**config.mk**
```make
export PLATFORM = sky130hd
export DESIGN_NAME = pipe_stage_reg_flat
export DESIGN_NICKNAME = d
export VERILOG_FILES = /design/src/rtl/pipe_stage_reg_if.sv /design/src/rtl/pipe_stage_reg.sv /design/src/flat_wrapper.sv
export SDC_FILE = /design/constraint.sdc
export NUM_CORES = 1
export LEC_CHECK = 0
export CAP_MARGIN = 10
export CORE_MARGIN = 5
export CORE_UTILIZATION = 41
export CTS_CLUSTER_SIZE = 40
export DETAILED_ROUTE_END_ITERATION = 10
export GPL_TIMING_DRIVEN = 0
export PLACE_DENSITY = 0.79
export SLEW_MARGIN = 20
export SYNTH_ARGS = -nofsm -noshare
export SYNTH_HDL_FRONTEND = slang
export SYNTH_SLANG_ARGS = --single-unit
```
**constraint.sdc**
```tcl
create_clock -name clk -period 2.1 [get_ports clk]
set_clock_uncertainty 0.15 [all_clocks]
set_input_delay 0.525 -clock clk [delete_from_list [all_inputs] [get_ports clk]]
set_output_delay 0.525 -clock clk [all_outputs]
set_load 0.1 [all_outputs]
```
**src/rtl/pipe_stage_reg_if.sv**
```systemverilog
// Payload bundle crossing one pipeline register: valid bit, opaque payload, sticky side flag.
// master drives the bundle, slave consumes it.
interface pipe_stage_reg_if #(
  parameter int unsigned DATA_W = 128
) ();
  logic              valid;
  logic [DATA_W-1:0] data;
  logic              side;

  modport master (output valid, output data, output side);
  modport slave  (input  valid, input  data, input  side);
endinterface

```
**src/rtl/pipe_stage_reg.sv**
```systemverilog
// Inter-stage pipeline register obeying the shared stall vector and global flush,
// with saturating stall/bubble performance counters.
module pipe_stage_reg #(
  parameter int unsigned       DATA_W    = 128,
  parameter logic [DATA_W-1:0] NOP_VALUE = {DATA_W{1'b0}},
  parameter int unsigned       STAGE     = 2,
  parameter int unsigned       STALL_W   = 6,
  parameter int unsigned       CNT_W     = 16
) (
  input  logic               clk,
  input  logic               rst,
  input  logic [STALL_W-1:0] stall,
  input  logic               flush,
  input  logic               cnt_clr,
  pipe_stage_reg_if.slave    up,
  pipe_stage_reg_if.master   dn,
  output logic [CNT_W-1:0]   stall_cnt,
  output logic [CNT_W-1:0]   bubble_cnt
);

  localparam logic [CNT_W-1:0] CNT_MAX  = {CNT_W{1'b1}};
  localparam logic [CNT_W-1:0] CNT_ZERO = {CNT_W{1'b0}};
  localparam logic [CNT_W-1:0] CNT_ONE  = {{(CNT_W-1){1'b0}}, 1'b1};

  typedef enum logic [1:0] {
    ACT_ADVANCE = 2'd0,
    ACT_HOLD    = 2'd1,
    ACT_BUBBLE  = 2'd2,
    ACT_FLUSH   = 2'd3
  } act_e;

  act_e              act_s;
  logic              valid_d, valid_q;
  logic [DATA_W-1:0] data_d, data_q;
  logic              side_d, side_q;
  logic [CNT_W-1:0]  stall_cnt_d, stall_cnt_q;
  logic [CNT_W-1:0]  bubble_cnt_d, bubble_cnt_q;
  logic              stall_unused_s;

  // Only our own stage bit and the downstream bit matter here.
  assign stall_unused_s = ^stall;

  // Classify the cycle into exactly one action, flush first.
  always_comb begin
    act_s = ACT_ADVANCE;
    if (flush) begin
      act_s = ACT_FLUSH;
    end else if (stall[STAGE]) begin
      if (stall[STAGE+1]) begin
        act_s = ACT_HOLD;
      end else begin
        act_s = ACT_BUBBLE;
      end
    end else begin
      act_s = ACT_ADVANCE;
    end
  end

  // Next payload state; the side flag survives a bubble so delay-slot status is kept.
  always_comb begin
    valid_d = valid_q;
    data_d  = data_q;
    side_d  = side_q;
    case (act_s)
      ACT_FLUSH: begin
        valid_d = 1'b0;
        data_d  = NOP_VALUE;
        side_d  = 1'b0;
      end
      ACT_BUBBLE: begin
        valid_d = 1'b0;
        data_d  = NOP_VALUE;
      end
      ACT_HOLD: begin
        valid_d = valid_q;
      end
      ACT_ADVANCE: begin
        valid_d = up.valid;
        data_d  = up.valid ? up.data : NOP_VALUE;
        side_d  = up.side;
      end
      default: begin
        valid_d = 1'b0;
        data_d  = NOP_VALUE;
        side_d  = 1'b0;
      end
    endcase
  end

  // Saturating counters; a clear overrides any increment in the same cycle.
  always_comb begin
    stall_cnt_d  = stall_cnt_q;
    bubble_cnt_d = bubble_cnt_q;
    if (cnt_clr) begin
      stall_cnt_d  = CNT_ZERO;
      bubble_cnt_d = CNT_ZERO;
    end else begin
      if (((act_s == ACT_HOLD) || (act_s == ACT_BUBBLE)) && (stall_cnt_q != CNT_MAX)) begin
        stall_cnt_d = stall_cnt_q + CNT_ONE;
      end else begin
        stall_cnt_d = stall_cnt_q;
      end
      if ((act_s == ACT_BUBBLE) && (bubble_cnt_q != CNT_MAX)) begin
        bubble_cnt_d = bubble_cnt_q + CNT_ONE;
      end else begin
        bubble_cnt_d = bubble_cnt_q;
      end
    end
  end

  // State registers with asynchronous active-low reset.
  always_ff @(posedge clk or negedge rst) begin
    if (!rst) begin
      valid_q      <= 1'b0;
      data_q       <= NOP_VALUE;
      side_q       <= 1'b0;
      stall_cnt_q  <= CNT_ZERO;
      bubble_cnt_q <= CNT_ZERO;
    end else begin
      valid_q      <= valid_d;
      data_q       <= data_d;
      side_q       <= side_d;
      stall_cnt_q  <= stall_cnt_d;
      bubble_cnt_q <= bubble_cnt_d;
    end
  end

  assign dn.valid   = valid_q;
  assign dn.data    = data_q;
  assign dn.side    = side_q;
  assign stall_cnt  = stall_cnt_q;
  assign bubble_cnt = bubble_cnt_q;

endmodule

```
**src/flat_wrapper.sv**
```systemverilog
// flat-port wrapper written by rule: the top's interface ports become plain ports
module pipe_stage_reg_flat 
#(
  parameter int unsigned       DATA_W    = 128,
  parameter logic [DATA_W-1:0] NOP_VALUE = {DATA_W{1'b0}},
  parameter int unsigned       STAGE     = 2,
  parameter int unsigned       STALL_W   = 6,
  parameter int unsigned       CNT_W     = 16
)
  (clk, rst, stall, flush, cnt_clr, stall_cnt, bubble_cnt, up_valid, up_data, up_side, dn_valid, dn_data, dn_side);
  pipe_stage_reg_if #(.DATA_W(DATA_W)) up_i ();
  pipe_stage_reg_if #(.DATA_W(DATA_W)) dn_i ();
  input  logic clk;
  input  logic rst;
  input  logic [STALL_W-1:0] stall;
  input  logic flush;
  input  logic cnt_clr;
  output logic [CNT_W-1:0] stall_cnt;
  output logic [CNT_W-1:0] bubble_cnt;
  input wire logic [$bits(up_i.valid)-1:0] up_valid;
  input wire logic [$bits(up_i.data)-1:0] up_data;
  input wire logic [$bits(up_i.side)-1:0] up_side;
  output wire logic [$bits(dn_i.valid)-1:0] dn_valid;
  output wire logic [$bits(dn_i.data)-1:0] dn_data;
  output wire logic [$bits(dn_i.side)-1:0] dn_side;
  assign up_i.valid = up_valid;
  assign up_i.data = up_data;
  assign up_i.side = up_side;
  assign dn_valid = dn_i.valid;
  assign dn_data = dn_i.data;
  assign dn_side = dn_i.side;
  pipe_stage_reg #(.DATA_W(DATA_W), .NOP_VALUE(NOP_VALUE), .STAGE(STAGE), .STALL_W(STALL_W), .CNT_W(CNT_W)) u_core (.clk(clk), .rst(rst), .stall(stall), .flush(flush), .cnt_clr(cnt_clr), .up(up_i), .dn(dn_i), .stall_cnt(stall_cnt), .bubble_cnt(bubble_cnt));
endmodule
```
Yosys cells after proc, flatten, opt, wreduce, memory -nomap -nowiden
Cells that the tools add are included.

Word-level logic and storage cells: 32. Bits of input ports: 140. Output and inout port bits: 162. Register bits after elaboration: 162.

Eq/ne operators: 5. Mux-type cells: 11. Add/subtract/negate cells: 2. Reduce and logical (&&, ||, !) cells: 9.

Operator list (count): $pmux 128 s2 (1); $mux 128 (1); $mux 16 (4); $add 16x1->16 const B (2); $ne 16x16->1 const B (2); $reduce_bool 2->1 (4); $mux 2 (3); $eq 2x2->1 const B (2); $pmux 1 s2 (2); $eq 2x1->1 const B (1); $logic_and 1x1->1 (2); $logic_not 2->1 (1); $reduce_or 2->1 (1); $logic_or 1x1->1 (1).

Logic depth before layout (Yosys ltp)
Word-level depth: 8. Mapped depth: 8. Depth with buffers taken out: 8.

Worst setup path after synthesis
Ideal clock, no wire load.

Path kind: register -> register. Start point: register u_core.bubble_cnt_q[12] (netlist: u_core.bubble_cnt[12]). End point: register u_core.bubble_cnt_q[1] (netlist: u_core.bubble_cnt[1]). Slack: -452 ps. Library setup time: 132 ps. Stages on the path, launching flop included: 6. Data required time: 1818 ps. Path buffers: 1. Period minus slack after synthesis: 2552 ps. Arrival time: 2270 ps. Cells stage by stage: dfrtp_1 > nand4_1 > o41ai_2 > buf_4 > mux2i_1 > nor2_1.

Word-level cells in the longest chain between the ends: 3.

Ends and longest elaborated chain: start, declared (RTL line pipe_stage_reg.sv:37) `logic [CNT_W-1:0] bubble_cnt_d, bubble_cnt_q;`; start signal, assigned (RTL line pipe_stage_reg.sv:124) `bubble_cnt_q <= bubble_cnt_d;`; $ne 16x16->1 (RTL line pipe_stage_reg.sv:103) `if ((act_s == ACT_BUBBLE) && (bubble_cnt_q != CNT_MAX)) begin`; $logic_and 1x1->1 (RTL line pipe_stage_reg.sv:103); $reduce_bool 2->1 (no line).

Every way passes these cells. A chain may end at the register's enable or synchronous reset.

Worst setup path after layout
Start point: input stall[3]. End point: register u_core.stall_cnt_q[12] (netlist: u_core.stall_cnt[12]).

Word-level cells in the longest chain between the ends: 7. Elaborated cells between the ends (all ways): 8. Classes of those cells: eq/ne (2); mux (3); reduce/logical (3).

Ends and longest elaborated chain: start, declared (RTL line flat_wrapper.sv:15) `input logic [STALL_W-1:0] stall;`; $mux 2 * (RTL line pipe_stage_reg.sv:49) `if (stall[STAGE+1]) begin`; $mux 2 * (RTL line pipe_stage_reg.sv:48) `end else if (stall[STAGE]) begin`; $mux 2 * (RTL line pipe_stage_reg.sv:46) `if (flush) begin`; $eq 2x1->1 or $eq 2x2->1 (tied branches) (RTL line pipe_stage_reg.sv:98) `if (((act_s == ACT_HOLD) || (act_s == ACT_BUBBLE)) && (stall_cnt_q != CNT_MAX)) begin`; $logic_or 1x1->1 * (RTL line pipe_stage_reg.sv:98); $logic_and 1x1->1 * (RTL line pipe_stage_reg.sv:98); $reduce_bool 2->1 (no line) *; end signal, assigned (RTL line pipe_stage_reg.sv:123) `stall_cnt_q <= stall_cnt_d;`; end, declared (RTL line pipe_stage_reg.sv:36) `logic [CNT_W-1:0] stall_cnt_d, stall_cnt_q;`.

Every way passes the cells marked *; elsewhere a longest branch is shown, timed or not.

==> impl_metrics.py <==
metrics = {
    "synth": {
        "synth_edf_count": 0,
        "synth_fa_ha_area_frac": 0.00981,
        "synthTopCellsByArea": "dfrtp_1 (64%), a22o_1 (18%), a21oi_1 (1.7%), clkbuf_1 (1.7%), or3_1 (1.6%)",
        "yosysTopAreaCellShare": 0.636,
        "synth_top_cell_by_area": "dfrtp_1",
        "synth_nets": 639,
        "yosysWarningCount": 0,
        "synth-xor-area-share": 0.00275,
        "synth_mux_area_frac": 0.0100,
        "syn_avg_cell_area_um2": 12.9,
        "synth-simple-area-share": 0.0800,
        "syn_inst": 494,
        "synth_top_family_by_area": "compound AO/OA/AOI/OAI gates",
        "synth_commonest_cells": "dfrtp_1 (162), a22o_1 (128), clkbuf_1 (29)",
        "yosysMostFrequentCell": "dfrtp_1",
        "synth_compound_area_frac": 0.232,
        "synth.distinct_cells": 43,
        "synth_area_um2": 6380,
        "ys_seq_area_frac": 0.636,
        "synth-seq-cells": 162,
        "synthFlopType": "dfrtp_1",
        "synthArstFlopShare": 1.00,
    },
    "worst_hold_path": {
        "hold_class": "register to register",
    },
    "setup_path": {
        "critical_path_class": "input port to register",
        "critPathRequiredTime_ns": 2.29,
        "ff2ff_setup_slack_ns": 0.09,
        "cp_top_family": "simple AND/OR/NAND/NOR gates",
        "cp-end-kind": "register",
        "cp-start-kind": "input port",
        "crit_slowest_cell": "or3_4",
        "slowest_delay_ns": 0.39,
        "path_cells": "buf_6 -> a21o_1 -> ha_4 -> or2b_1 -> buf_6 -> or3_4 -> or3_4 -> a21oi_2",
        "critPathMaxFanout": 4,
        "critPathBufInv": 2,
        "critPathArrivalTime_ns": 2.41,
    },
    "placement": {
        "io_buffer_count": 296,
        "place_hpwl_mm": 16.2,
        "gp_congestion": 0.862,
    },
    "sta": {
        "maxSlewHeadroom": 0.597,
        "tns_ns": -0.182,
        "worstMarginPinSlew_ns": 0.607,
        "rsz0062_at_grt": "true",
        "fmax_mhz": 451,
        "fin_crit_sh": 1.06,
        "setup_violations": 4,
        "setup_ws_ns": -0.119,
        "fin_crit_ns": 2.22,
        "report.final.slew_viol_count": 0,
        "hold_violations": 0,
    },
    "die": {
        "ios": 302,
        "die_area_um2": 18200,
        "initial_core_util": 0.418,
        "fp.dieW_um": 135,
        "die-height_um": 135,
        "row_count": 45,
        "coreArea_um2": 15300,
    },
    "detailed_routing": {
        "drt_iter0_markers": 314,
        "routed_wl_mm": 21.5,
        "wire_per_inst_um": 20.7,
        "ant_nets": 0,
        "vias": 5645,
        "via_per_inst": 5.43,
        "drt_first_pass_iters": 5,
        "drc": 0,
    },
    "power": {
        "cellLeakagePower_nw": 4.58,
        "p_switching_w": 0.00213,
        "pwr-share-seq": 0.419,
        "swShare": 0.275,
        "internal-power_w": 0.00562,
        "ir_worst_vdd_mv": 0.521,
        "power_frac_comb": 0.162,
        "p_clk_frac": 0.418,
        "p_per_area_nw_per_um2": 730,
    },
    "cts": {
        "clock_latency_ns": 0.42,
        "clkSlewWorstSetupHoldPaths_ns": 0.06,
        "cts_tree": "yes",
        "cts_buffers": 17,
        "h-tree-depth": 4,
        "cts_buffer_depth": 2,
        "clock-sinks": 162,
        "cts_root_buf": "clkbuf_16",
    },
    "cells_and_area": {
        "drive_gt1_frac": 0.343,
        "final_util": 0.695,
        "num_antenna_cells": 0,
        "fin_nets": 961,
        "area_growth_pct": 66.3,
    },
    "grt": {
        "first_global_vias": 6055,
        "grt_max_degree": 91,
        "grtUsageTotal": 0.237,
        "grt_pass1_wl_mm": 33.5,
        "antenna_found_initial": 0,
        "gr-total-overflow": 0,
    },
    "status": {
        "violations": "setup timing",
        "status": "complete, but fails checks",
    },
    "flow_run": {
        "maxCapViolCount": 0,
    },
}
state kept, by name, summed over array words and instances (netlist names):
name	count
u_core.bubble_cnt	16
u_core.dn.data	128
u_core.dn.side	1
u_core.dn.valid	1
u_core.stall_cnt	16
repair_timing:
item | in CTS | in global routing
setup buffers | 3 | 3
endpoints found under the setup margin | 300 | 46
resized for setup | 543 | 38
endpoints found under the hold margin | 72 | 0
pin swaps | 7 | 11
hold buffers | 1 | 0
power groups by stage:
stage	Combinational (W)	Sequential [W]	Clock, W
floorplan	0.000180	0.00383	0
global placement	0.00124	0.00331	0
detailed placement	0.00126	0.00331	0
CTS	0.00126	0.00325	0.00330
global route	0.00132	0.00326	0.00343
finish	0.00126	0.00325	0.00324
metrics by stage:
| step | total power [W] | cells | hold WS, ns | cell area, um2 | setup slack (ns) |
|---|---|---|---|---|---|
| after floorplan | 0.00401 | 494 | 0.0794 | 6480 | -0.243 |
| final | 0.00775 | 1040 | 0.342 | 10600 | -0.119 |
| after CTS | 0.00780 | 1038 | 0.349 | 10600 | -0.0976 |
| after global placement | 0.00455 | 1001 | 0.317 | 9710 | -6.98 |
| after global routing | 0.00801 | 1040 | 0.371 | 10600 | -0.133 |
| after detailed placement | 0.00457 | 1002 | 0.336 | 9740 | -1.07 |
final cells by class:
cell class	count	area (um2)
clock buffer	20	437
clock inverter	12	180
buffer	34	178
fill	1070	4650
inverter	11	41.3
sequential	162	4120
timing repair buffer	304	3130
tap	211	264
multi-input combinational	286	2260
layout by cell type, fill, tap and decap left out, types with 3 or more instances in the layout:
cell type,instances
dfrtp_1,130
o31ai_1,6
clkdlybuf4s50_1,130
nor3_1,6
bufinv_16,4
a21oi_2,3
clkbuf_1,17
buf_6,5
a22o_1,128
clkdlybuf4s15_2,139
inv_1,10
nand3_1,14
o21ai_0,16
mux2_2,3
dfrtp_2,23
nor2b_1,4
nor2_1,12
clkdlybuf4s18_2,3
mux2i_1,3
or3_1,12
or4_1,5
buf_4,6
a21oi_1,18
dfrtp_4,9
nand2_1,8
clkbuf_2,13
nand4_1,6
ha_2,3
or3_4,4
clkbuf_16,17
buf_2,20
worst paths after layout:
check	startpoint	end	cells past startpoint
max in group asynchronous	rst	u_core.dn.data[35]	3
setup / recovery	stall[3]	u_core.stall_cnt[12]	8
min in group asynchronous	rst	u_core.dn.data[101]	2
hold reg to reg	u_core.dn.valid	u_core.dn.valid	1
hold / removal	u_core.dn.valid	u_core.dn.valid	1
setup reg to reg	u_core.stall_cnt[10]	u_core.stall_cnt[12]	5
per-layer routing:
metal / track usage / vias up / share of wire
li1: - / 2544 / -
met1: 0.276 / 2793 / 0.39
met2: 0.409 / 263 / 0.50
met3: 0.0719 / 45 / 0.073
met4: 0.0945 / 0 / 0.035
met5: 0 / - / 0
cells by family after synthesis:
| group | after synthesis |
|---|---|
| muxes | 6 |
| xor gates and xnor gates | 2 |
| and+or+nand+nor | 88 |
| buffers and inverters | 46 |
| adders and majority gates | 5 |
| DFF | 162 |
| AOI/OAI and AO/OA | 185 |
Note: power is estimated with default switching activity, not from simulation.
